[src/rtl/alu_arbiter_if.sv]
// Bundles the two requester ports, the shared-ALU port and the response port
// of alu_arbiter; slave is the arbiter side, master is the surrounding system.
interface alu_arbiter_if #(
  parameter int WIDTH = 32
);
  logic             req0_valid;
  logic             req0_ready;
  logic [WIDTH-1:0] req0_rs1;
  logic [WIDTH-1:0] req0_rs2;
  logic [33:0]      req0_ctrl;

  logic             req1_valid;
  logic             req1_ready;
  logic [WIDTH-1:0] req1_rs1;
  logic [WIDTH-1:0] req1_rs2;
  logic [33:0]      req1_ctrl;

  logic [WIDTH-1:0] alu_rs1;
  logic [WIDTH-1:0] alu_rs2;
  logic [6:0]       alu_opcode;
  logic [6:0]       alu_funct7;
  logic [2:0]       alu_funct3;
  logic [11:0]      alu_imm;
  logic [4:0]       alu_shamt;
  logic [WIDTH-1:0] alu_rd;
  logic [WIDTH-1:0] alu_mem_addr;

  logic             rsp_valid;
  logic             rsp_ready;
  logic             rsp_id;
  logic [WIDTH-1:0] rsp_rd;
  logic [WIDTH-1:0] rsp_mem_addr;

  modport slave (
    input  req0_valid, req0_rs1, req0_rs2, req0_ctrl,
    output req0_ready,
    input  req1_valid, req1_rs1, req1_rs2, req1_ctrl,
    output req1_ready,
    output alu_rs1, alu_rs2, alu_opcode, alu_funct7, alu_funct3, alu_imm, alu_shamt,
    input  alu_rd, alu_mem_addr,
    output rsp_valid, rsp_id, rsp_rd, rsp_mem_addr,
    input  rsp_ready
  );

  modport master (
    output req0_valid, req0_rs1, req0_rs2, req0_ctrl,
    input  req0_ready,
    output req1_valid, req1_rs1, req1_rs2, req1_ctrl,
    input  req1_ready,
    input  alu_rs1, alu_rs2, alu_opcode, alu_funct7, alu_funct3, alu_imm, alu_shamt,
    output alu_rd, alu_mem_addr,
    input  rsp_valid, rsp_id, rsp_rd, rsp_mem_addr,
    output rsp_ready
  );
endinterface

[src/rtl/alu_arbiter.sv]
// Two-requester round-robin front end for one shared combinational ALU:
// accept one operation, let the ALU settle for a cycle, hold the result until taken.
module alu_arbiter #(
  parameter int WIDTH = 32
) (
  input  logic         clk,
  input  logic         rst,
  alu_arbiter_if.slave bus,
  output logic         busy
);

  typedef enum logic [1:0] {
    IDLE,
    EXEC,
    RESP
  } state_t;

  typedef struct packed {
    logic [6:0]  opcode;
    logic [6:0]  funct7;
    logic [2:0]  funct3;
    logic [11:0] imm;
    logic [4:0]  shamt;
  } ctrl_t;

  state_t           state;
  state_t           state_nxt;
  logic             last_grant;
  logic             owner;

  logic [WIDTH-1:0] op_rs1;
  logic [WIDTH-1:0] op_rs2;
  ctrl_t            op_ctrl;

  logic             rsp_id_q;
  logic [WIDTH-1:0] rsp_rd_q;
  logic [WIDTH-1:0] rsp_mem_addr_q;

  logic             gnt_valid;
  logic             gnt_id;
  logic [WIDTH-1:0] sel_rs1;
  logic [WIDTH-1:0] sel_rs2;
  ctrl_t            sel_ctrl;

  // Grant is only offered in IDLE and never while reset is held, so a
  // requester cannot see ready during reset even though the state reads IDLE.
  // NOTE: every output of an always_comb gets a default first; a path that
  // leaves one unassigned would infer a latch.
  always_comb begin
    gnt_valid = 1'b0;
    gnt_id    = 1'b0;
    if (state == IDLE && rst) begin
      unique case ({bus.req1_valid, bus.req0_valid})
        2'b01: begin
          gnt_valid = 1'b1;
          gnt_id    = 1'b0;
        end
        2'b10: begin
          gnt_valid = 1'b1;
          gnt_id    = 1'b1;
        end
        2'b11: begin
          gnt_valid = 1'b1;
          gnt_id    = ~last_grant;
        end
        default: begin
          gnt_valid = 1'b0;
          gnt_id    = 1'b0;
        end
      endcase
    end
  end

  assign bus.req0_ready = gnt_valid && !gnt_id;
  assign bus.req1_ready = gnt_valid && gnt_id;

  assign sel_rs1  = gnt_id ? bus.req1_rs1 : bus.req0_rs1;
  assign sel_rs2  = gnt_id ? bus.req1_rs2 : bus.req0_rs2;
  assign sel_ctrl = gnt_id ? ctrl_t'(bus.req1_ctrl) : ctrl_t'(bus.req0_ctrl);

  always_comb begin
    state_nxt = state;
    unique case (state)
      IDLE:    if (gnt_valid) state_nxt = EXEC;
      EXEC:    state_nxt = RESP;
      RESP:    if (bus.rsp_ready) state_nxt = IDLE;
      default: state_nxt = IDLE;
    endcase
  end

  // NOTE: clocked state uses non-blocking assignments so every register
  // samples pre-edge values regardless of statement order.
  always_ff @(posedge clk or negedge rst) begin
    if (!rst) begin
      state <= IDLE;
    end else begin
      state <= state_nxt;
    end
  end

  // Operand register: loaded only on a handshake, so the ALU inputs stay
  // quiet between operations.
  always_ff @(posedge clk or negedge rst) begin
    if (!rst) begin
      last_grant <= 1'b1;
      owner      <= 1'b0;
      op_rs1     <= '0;
      op_rs2     <= '0;
      op_ctrl    <= '0;
    end else if (gnt_valid) begin
      last_grant <= gnt_id;
      owner      <= gnt_id;
      op_rs1     <= sel_rs1;
      op_rs2     <= sel_rs2;
      op_ctrl    <= sel_ctrl;
    end
  end

  // Result capture happens only in EXEC; RESP holds these until the consumer
  // takes them, which keeps rsp_* stable under backpressure.
  always_ff @(posedge clk or negedge rst) begin
    if (!rst) begin
      rsp_id_q       <= 1'b0;
      rsp_rd_q       <= '0;
      rsp_mem_addr_q <= '0;
    end else if (state == EXEC) begin
      rsp_id_q       <= owner;
      rsp_rd_q       <= bus.alu_rd;
      rsp_mem_addr_q <= bus.alu_mem_addr;
    end
  end

  // Opcode is forced to zero in IDLE so the ALU sees a no-op between jobs.
  assign bus.alu_rs1    = op_rs1;
  assign bus.alu_rs2    = op_rs2;
  assign bus.alu_opcode = (state == IDLE) ? 7'b0000000 : op_ctrl.opcode;
  assign bus.alu_funct7 = op_ctrl.funct7;
  assign bus.alu_funct3 = op_ctrl.funct3;
  assign bus.alu_imm    = op_ctrl.imm;
  assign bus.alu_shamt  = op_ctrl.shamt;

  assign bus.rsp_valid    = (state == RESP);
  assign bus.rsp_id       = rsp_id_q;
  assign bus.rsp_rd       = rsp_rd_q;
  assign bus.rsp_mem_addr = rsp_mem_addr_q;

  assign busy = (state != IDLE);

endmodule

[src/flat_wrapper.sv]
// flat-port wrapper written by rule: the top's interface ports become plain ports
module alu_arbiter_flat 
#(
  parameter int WIDTH = 32
)
  (clk, rst, busy, bus_req0_valid, bus_req0_rs1, bus_req0_rs2, bus_req0_ctrl, bus_req0_ready, bus_req1_valid, bus_req1_rs1, bus_req1_rs2, bus_req1_ctrl, bus_req1_ready, bus_alu_rs1, bus_alu_rs2, bus_alu_opcode, bus_alu_funct7, bus_alu_funct3, bus_alu_imm, bus_alu_shamt, bus_alu_rd, bus_alu_mem_addr, bus_rsp_valid, bus_rsp_id, bus_rsp_rd, bus_rsp_mem_addr, bus_rsp_ready);
  alu_arbiter_if #(.WIDTH(WIDTH)) bus_i ();
  input  logic clk;
  input  logic rst;
  output logic busy;
  input wire logic [$bits(bus_i.req0_valid)-1:0] bus_req0_valid;
  input wire logic [$bits(bus_i.req0_rs1)-1:0] bus_req0_rs1;
  input wire logic [$bits(bus_i.req0_rs2)-1:0] bus_req0_rs2;
  input wire logic [$bits(bus_i.req0_ctrl)-1:0] bus_req0_ctrl;
  output wire logic [$bits(bus_i.req0_ready)-1:0] bus_req0_ready;
  input wire logic [$bits(bus_i.req1_valid)-1:0] bus_req1_valid;
  input wire logic [$bits(bus_i.req1_rs1)-1:0] bus_req1_rs1;
  input wire logic [$bits(bus_i.req1_rs2)-1:0] bus_req1_rs2;
  input wire logic [$bits(bus_i.req1_ctrl)-1:0] bus_req1_ctrl;
  output wire logic [$bits(bus_i.req1_ready)-1:0] bus_req1_ready;
  output wire logic [$bits(bus_i.alu_rs1)-1:0] bus_alu_rs1;
  output wire logic [$bits(bus_i.alu_rs2)-1:0] bus_alu_rs2;
  output wire logic [$bits(bus_i.alu_opcode)-1:0] bus_alu_opcode;
  output wire logic [$bits(bus_i.alu_funct7)-1:0] bus_alu_funct7;
  output wire logic [$bits(bus_i.alu_funct3)-1:0] bus_alu_funct3;
  output wire logic [$bits(bus_i.alu_imm)-1:0] bus_alu_imm;
  output wire logic [$bits(bus_i.alu_shamt)-1:0] bus_alu_shamt;
  input wire logic [$bits(bus_i.alu_rd)-1:0] bus_alu_rd;
  input wire logic [$bits(bus_i.alu_mem_addr)-1:0] bus_alu_mem_addr;
  output wire logic [$bits(bus_i.rsp_valid)-1:0] bus_rsp_valid;
  output wire logic [$bits(bus_i.rsp_id)-1:0] bus_rsp_id;
  output wire logic [$bits(bus_i.rsp_rd)-1:0] bus_rsp_rd;
  output wire logic [$bits(bus_i.rsp_mem_addr)-1:0] bus_rsp_mem_addr;
  input wire logic [$bits(bus_i.rsp_ready)-1:0] bus_rsp_ready;
  assign bus_i.req0_valid = bus_req0_valid;
  assign bus_i.req0_rs1 = bus_req0_rs1;
  assign bus_i.req0_rs2 = bus_req0_rs2;
  assign bus_i.req0_ctrl = bus_req0_ctrl;
  assign bus_req0_ready = bus_i.req0_ready;
  assign bus_i.req1_valid = bus_req1_valid;
  assign bus_i.req1_rs1 = bus_req1_rs1;
  assign bus_i.req1_rs2 = bus_req1_rs2;
  assign bus_i.req1_ctrl = bus_req1_ctrl;
  assign bus_req1_ready = bus_i.req1_ready;
  assign bus_alu_rs1 = bus_i.alu_rs1;
  assign bus_alu_rs2 = bus_i.alu_rs2;
  assign bus_alu_opcode = bus_i.alu_opcode;
  assign bus_alu_funct7 = bus_i.alu_funct7;
  assign bus_alu_funct3 = bus_i.alu_funct3;
  assign bus_alu_imm = bus_i.alu_imm;
  assign bus_alu_shamt = bus_i.alu_shamt;
  assign bus_i.alu_rd = bus_alu_rd;
  assign bus_i.alu_mem_addr = bus_alu_mem_addr;
  assign bus_rsp_valid = bus_i.rsp_valid;
  assign bus_rsp_id = bus_i.rsp_id;
  assign bus_rsp_rd = bus_i.rsp_rd;
  assign bus_rsp_mem_addr = bus_i.rsp_mem_addr;
  assign bus_i.rsp_ready = bus_rsp_ready;
  alu_arbiter #(.WIDTH(WIDTH)) u_core (.clk(clk), .rst(rst), .bus(bus_i), .busy(busy));
endmodule
[config.mk]
export PLATFORM = sky130hd
export DESIGN_NAME = alu_arbiter_flat
export DESIGN_NICKNAME = d
export VERILOG_FILES = /design/src/rtl/alu_arbiter_if.sv /design/src/rtl/alu_arbiter.sv /design/src/flat_wrapper.sv
export SDC_FILE = /design/constraint.sdc
export NUM_CORES = 1
export LEC_CHECK = 0
export CORE_AREA = 5 5 164 166
export CTS_CLUSTER_DIAMETER = 40
export CTS_CLUSTER_SIZE = 40
export DETAILED_ROUTE_END_ITERATION = 16
export DIE_AREA = 0 0 169 171
export GPL_TIMING_DRIVEN = 1
export PLACE_DENSITY = 0.65
export SLEW_MARGIN = 40
export SYNTH_ARGS = -nofsm -noshare
export SYNTH_HDL_FRONTEND = slang
export SYNTH_SLANG_ARGS = --single-unit
[constraint.sdc]
create_clock -name clk -period 2 [get_ports clk]
set_input_delay 0.4 -clock clk [delete_from_list [all_inputs] [get_ports clk]]
set_output_delay 0.4 -clock clk [all_outputs]
set_load 0.005 [all_outputs]
# Word level (Yosys, flattened, before mapping)
# Cells that the tools add are included.
# totals
mem_bits_rw	0
romBits	0
wordCells	40
reg_bits	167
inputBits	265
memories	0
latch_bits	0
output_inout_bits	167
# op_classes
shifts	0
order_cmp	0
n_bitwise	1
mux	11
div	0
n_eq_ne	7
add_sub_neg	0
mul	0
reduce_logical	8
# ops
cell	count
$mux 32	2
$mux 34	1
$mux 7	1
$eq 2x2->1 const B	3
$pmux 2 s3	1
$eq 2x1->1 const B	2
$mux 2	2
$ne 2x1->1 const B	2
$logic_and 1x1->1	3
$mux 1	3
$reduce_or 3->1	1
$logic_not 2->1	1
$pmux 1 s2	1
$reduce_and 2->1	1
$reduce_bool 2->1	1
$logic_not 1->1	1
$not 1->1	1

# Depth between registers and ports, before layout
# logic_depth
word_depth	6
mapped_depth	6

# Worst setup path after synthesis
# No wires, ideal clock.
# synth_timing
path_kind	input to output
startpoint	in bus_req0_valid
endpoint	out bus_req0_ready
path_slack_ns	0.325
required_ns	1.600
arrival_time_ns	1.275
path_buffers	3
path_stages	5
cell_sequence	buf_2 -> o21ai_1 -> buf_2 -> clkbuf_1 -> nor2_1
# synth_between
elab_chain_len	5
word_cells_on_any_way	10
cone_classes	eq/ne (3); mux (4); reduce/logical (3)
# synth_rtl
element	line_no	rtl
from (decl)	flat_wrapper.sv:11	input wire logic [$bits(bus_i.req0_valid)-1:0] bus_req0_valid;
$eq 2x1->1 or $eq 2x2->1 (tied branches)	alu_arbiter.sv:53	unique case ({bus.req1_valid, bus.req0_valid})
$reduce_or 3->1 (no line) or $pmux 1 s2 (tied branches)	-	
$mux 1 (on tied branches)	alu_arbiter.sv:53, alu_arbiter.sv:52	
$mux 1 or $logic_not 1->1 (tied branches)	alu_arbiter.sv:52, alu_arbiter.sv:74	
$logic_and 1x1->1 (*)	alu_arbiter.sv:74	assign bus.req0_ready = gnt_valid && !gnt_id;
to (decl)	flat_wrapper.sv:15	output wire logic [$bits(bus_i.req0_ready)-1:0] bus_req0_ready;
# Every way passes the cells marked *; elsewhere a longest branch is shown, timed or not.

# Worst setup path in the final report
# layout_timing
startpoint	reg u_core.state[1]
endpoint	out busy
# layout_between
elab_chain_len	1
# layout_rtl
element	line_no	rtl
from (decl)	alu_arbiter.sv:26	state_t state;
from (signal assigned)	alu_arbiter.sv:97	state <= state_nxt;
$reduce_bool 2->1	alu_arbiter.sv:147	assign busy = (state != IDLE);
to (decl)	flat_wrapper.sv:10	output logic busy;
# No other way between the ends.

==> results.sh <==
export IMPL_drtIter0Drc=432
export IMPL_peakVddDrop_mv=0.581
export IMPL_wire_per_inst_um=20.3
export IMPL_regArea_um2=4180
export IMPL_drc=0
export IMPL_clock_path_buffers=2
export IMPL_die_x_um=169
export IMPL_globalRouteTotalUtil=0.185
export IMPL_area_growth_syn_to_layout_pct=69.8
export IMPL_synth_top_area_share=0.555
export IMPL_io_pins=432
export IMPL_cap_violations=0
export IMPL_n_antenna_cell=0
export IMPL_tightest_slew_ns=0.624
export IMPL_syn_num_nets=903
export IMPL_grt_start_max_net_pins=93
export IMPL_vias=6671
export IMPL_yosysSeqAreaShare=0.559
export IMPL_dr_pass1_iters=4
export IMPL_dpl_hpwl_um=20200
export IMPL_post_synth_top_count_cell="dfrtp_1"
export IMPL_cts_sinks=167
export IMPL_cp_data_required_time_ns=1.60
export IMPL_outcome="finished, final reports clean"
export IMPL_numCtsBuffers=17
export IMPL_rsz0062_at_grt="true"
export IMPL_hold_violations=0
export IMPL_cp_max_fo=5
export IMPL_holdCritPathClass="in2async"
export IMPL_slew_violations=0
export IMPL_multi_input_area_um2=2830
export IMPL_drt_total_wl_um=27900
export IMPL_netlist_top_cells_count="166 x dfrtp_1, 99 x nand2_1, 98 x a221o_1"
export IMPL_syn_area_per_cell_um2=11.7
export IMPL_drive_gt1_frac=0.153
export IMPL_holdBufCountCts=0
export IMPL_antenna_found_initial=2
export IMPL_grt_pass1_vias=6998
export IMPL_ys_top_cells_by_area="dfrtp_1 56%, a221o_1 13%, mux2_2 9.8%"
export IMPL_max_freq_ghz=0.514
export IMPL_setup_viol=0
export IMPL_initial_utilization=0.294
export IMPL_placed_cells_incl_taps=1343
export IMPL_htree_num_levels=4
export IMPL_synthesis_area_um2=7480
export IMPL_gr_total_overflow=0
export IMPL_synth_edf_count=0
export IMPL_dieArea_um2=28900
export IMPL_cts_tree="built"
export IMPL_clock_tree_root_cell="clkbuf_16"
export IMPL_r2r_end="u_core.bus.alu_rs1[4]"
export IMPL_leakagePower_nw=5.19
export IMPL_final_cells=1376
export IMPL_portBuffers=431
export IMPL_final_core_util=0.499
export IMPL_gp_congestion=0.791
export IMPL_reg2reg_from="u_core.state[1]"
export IMPL_fin_total_pwr_w=0.0163
export IMPL_synthArstFlopShare=1.00
export IMPL_yosysUniqueCellTypes=22
export IMPL_die_y_um=171
export IMPL_synth_area_leader_cell="dfrtp_1"
export IMPL_core_um2=25500
export IMPL_maxSlewHeadroom=0.584
export IMPL_grt_pass1_wl_um=41700
export IMPL_start_kind="register"
export IMPL_fill_cells=2311
export IMPL_worstPathArrival_ns=1.54
export IMPL_nets=1293
export IMPL_power_per_cell_area_nw_per_um2=1280
export IMPL_fin_worst_skew_ns=0.0138
export IMPL_clock_latency_ns=0.43
export IMPL_clk_pin_slew_ns=0.07
export IMPL_netlist_instances=638
export IMPL_drtAntennaViolNets=0
export IMPL_synth_seq_cells=167
export IMPL_min_period_ns=1.94
export IMPL_worstSetupPathType="reg2out"
export IMPL_synth_warnings=0
export IMPL_fin_crit_sh=0.972
export IMPL_ff2ff_path_depth=5
export IMPL_viasPerCell=4.85
export IMPL_rows=59
export IMPL_reg2reg_slack_ns=0.21
export IMPL_endpoint_kind="output port"
export IMPL_hold_ws_ns=0.0946
export IMPL_dominantRegCellSynth="dfrtp_1"
## metal layers
layer | track usage | part of all wire
met5 | 0 | 0.00097
met4 | 0.0518 | 0.025
met3 | 0.0635 | 0.086
met2 | 0.311 | 0.49
met1 | 0.228 | 0.40
## repair_timing
item / 4_1_cts / 5_1_grt
setup buffers: 1 / 0
endpoints found under the setup margin: 11 / 8
resized for setup: 25 / 6
pin swaps: 3 / 1
## flip-flops by register name, indices dropped and copies added (netlist names)
signal / flops
u_core.bus.alu_rs1: 32
u_core.bus.alu_rs2: 32
u_core.bus.rsp_mem_addr: 32
u_core.bus.rsp_rd: 32
u_core.bus.alu_imm: 12
u_core.bus.alu_funct7: 7
u_core.op_ctrl: 7
u_core.bus.alu_shamt: 5
u_core.bus.alu_funct3: 3
u_core.state: 2
u_core.bus.rsp_id: 1
u_core.last_grant: 1
u_core.owner: 1
## stage by stage
stage / setup TNS (ns) / cell area [um2] / setup slack, ns
3_3_place_gp: -0.182 / 12100 / -0.116
6_report: 0 / 12700 / 0.0551
2_1_floorplan: 0 / 7480 / 0.325
5_1_grt: -0.0681 / 12700 / -0.0415
4_1_cts: 0 / 12700 / 0.00256
3_5_place_dp: -0.131 / 12100 / -0.0649
## critical path, stage by stage (launching register included)
cell and delay [ns]:
dfrtp_1 0.40, buf_4 0.16, nor2_4 0.13, buf_6 0.13, inv_1 0.05, dlygate4sd2_1 0.26
## how the worst max path moves through the flow
| stage | from | end |
|---|---|---|
| after global routing | u_core.state[0] | bus_req0_ready |
| after global placement | bus_req1_valid | bus_req0_ready |
| after floorplan | bus_req0_valid | bus_req0_ready |
| after CTS | u_core.state[0] | bus_alu_opcode[1] |
| final | u_core.state[1] | busy |
| after detailed placement | bus_req1_valid | bus_req0_ready |
## report_power, final
group	total (W)	internal, W	switching, W	leakage (nW)
registers	0.00591	0.00500	0.000912	2.02
clock network	0.00323	0.00166	0.00157	0.270
logic	0.00714	0.00471	0.00243	2.90
## cell usage in the layout (no fill, tap or decap), drive strengths merged, types with 8 or more instances in the layout
cell type        n
clkdlybuf4s50  418
nor2b            8
a221o           98
nor3            98
dfrtp          166
buf             33
inv             12
mux2            65
clkbuf          20
nand2           99
## logic make-up (layout without fill, tap and decap cells)
kind of cell / Yosys count / in the layout / synth area share
compound gates: 102 / 102 / 0.134
buf+inv: 92 / 495 / 0.0682
simple gates: 212 / 212 / 0.141
flops: 167 / 167 / 0.559
mux: 65 / 65 / 0.0978
## layout make-up
cell class / count / area share
tap: 335 / 0.0330
clock inverter: 14 / 0.0106
clock buffer: 18 / 0.0338
timing repair buffer: 460 / 0.370
sequential: 167 / 0.329
multi-input combinational: 379 / 0.223
inverter: 3 / 0.000886
Power figures use the tool's default switching activity.
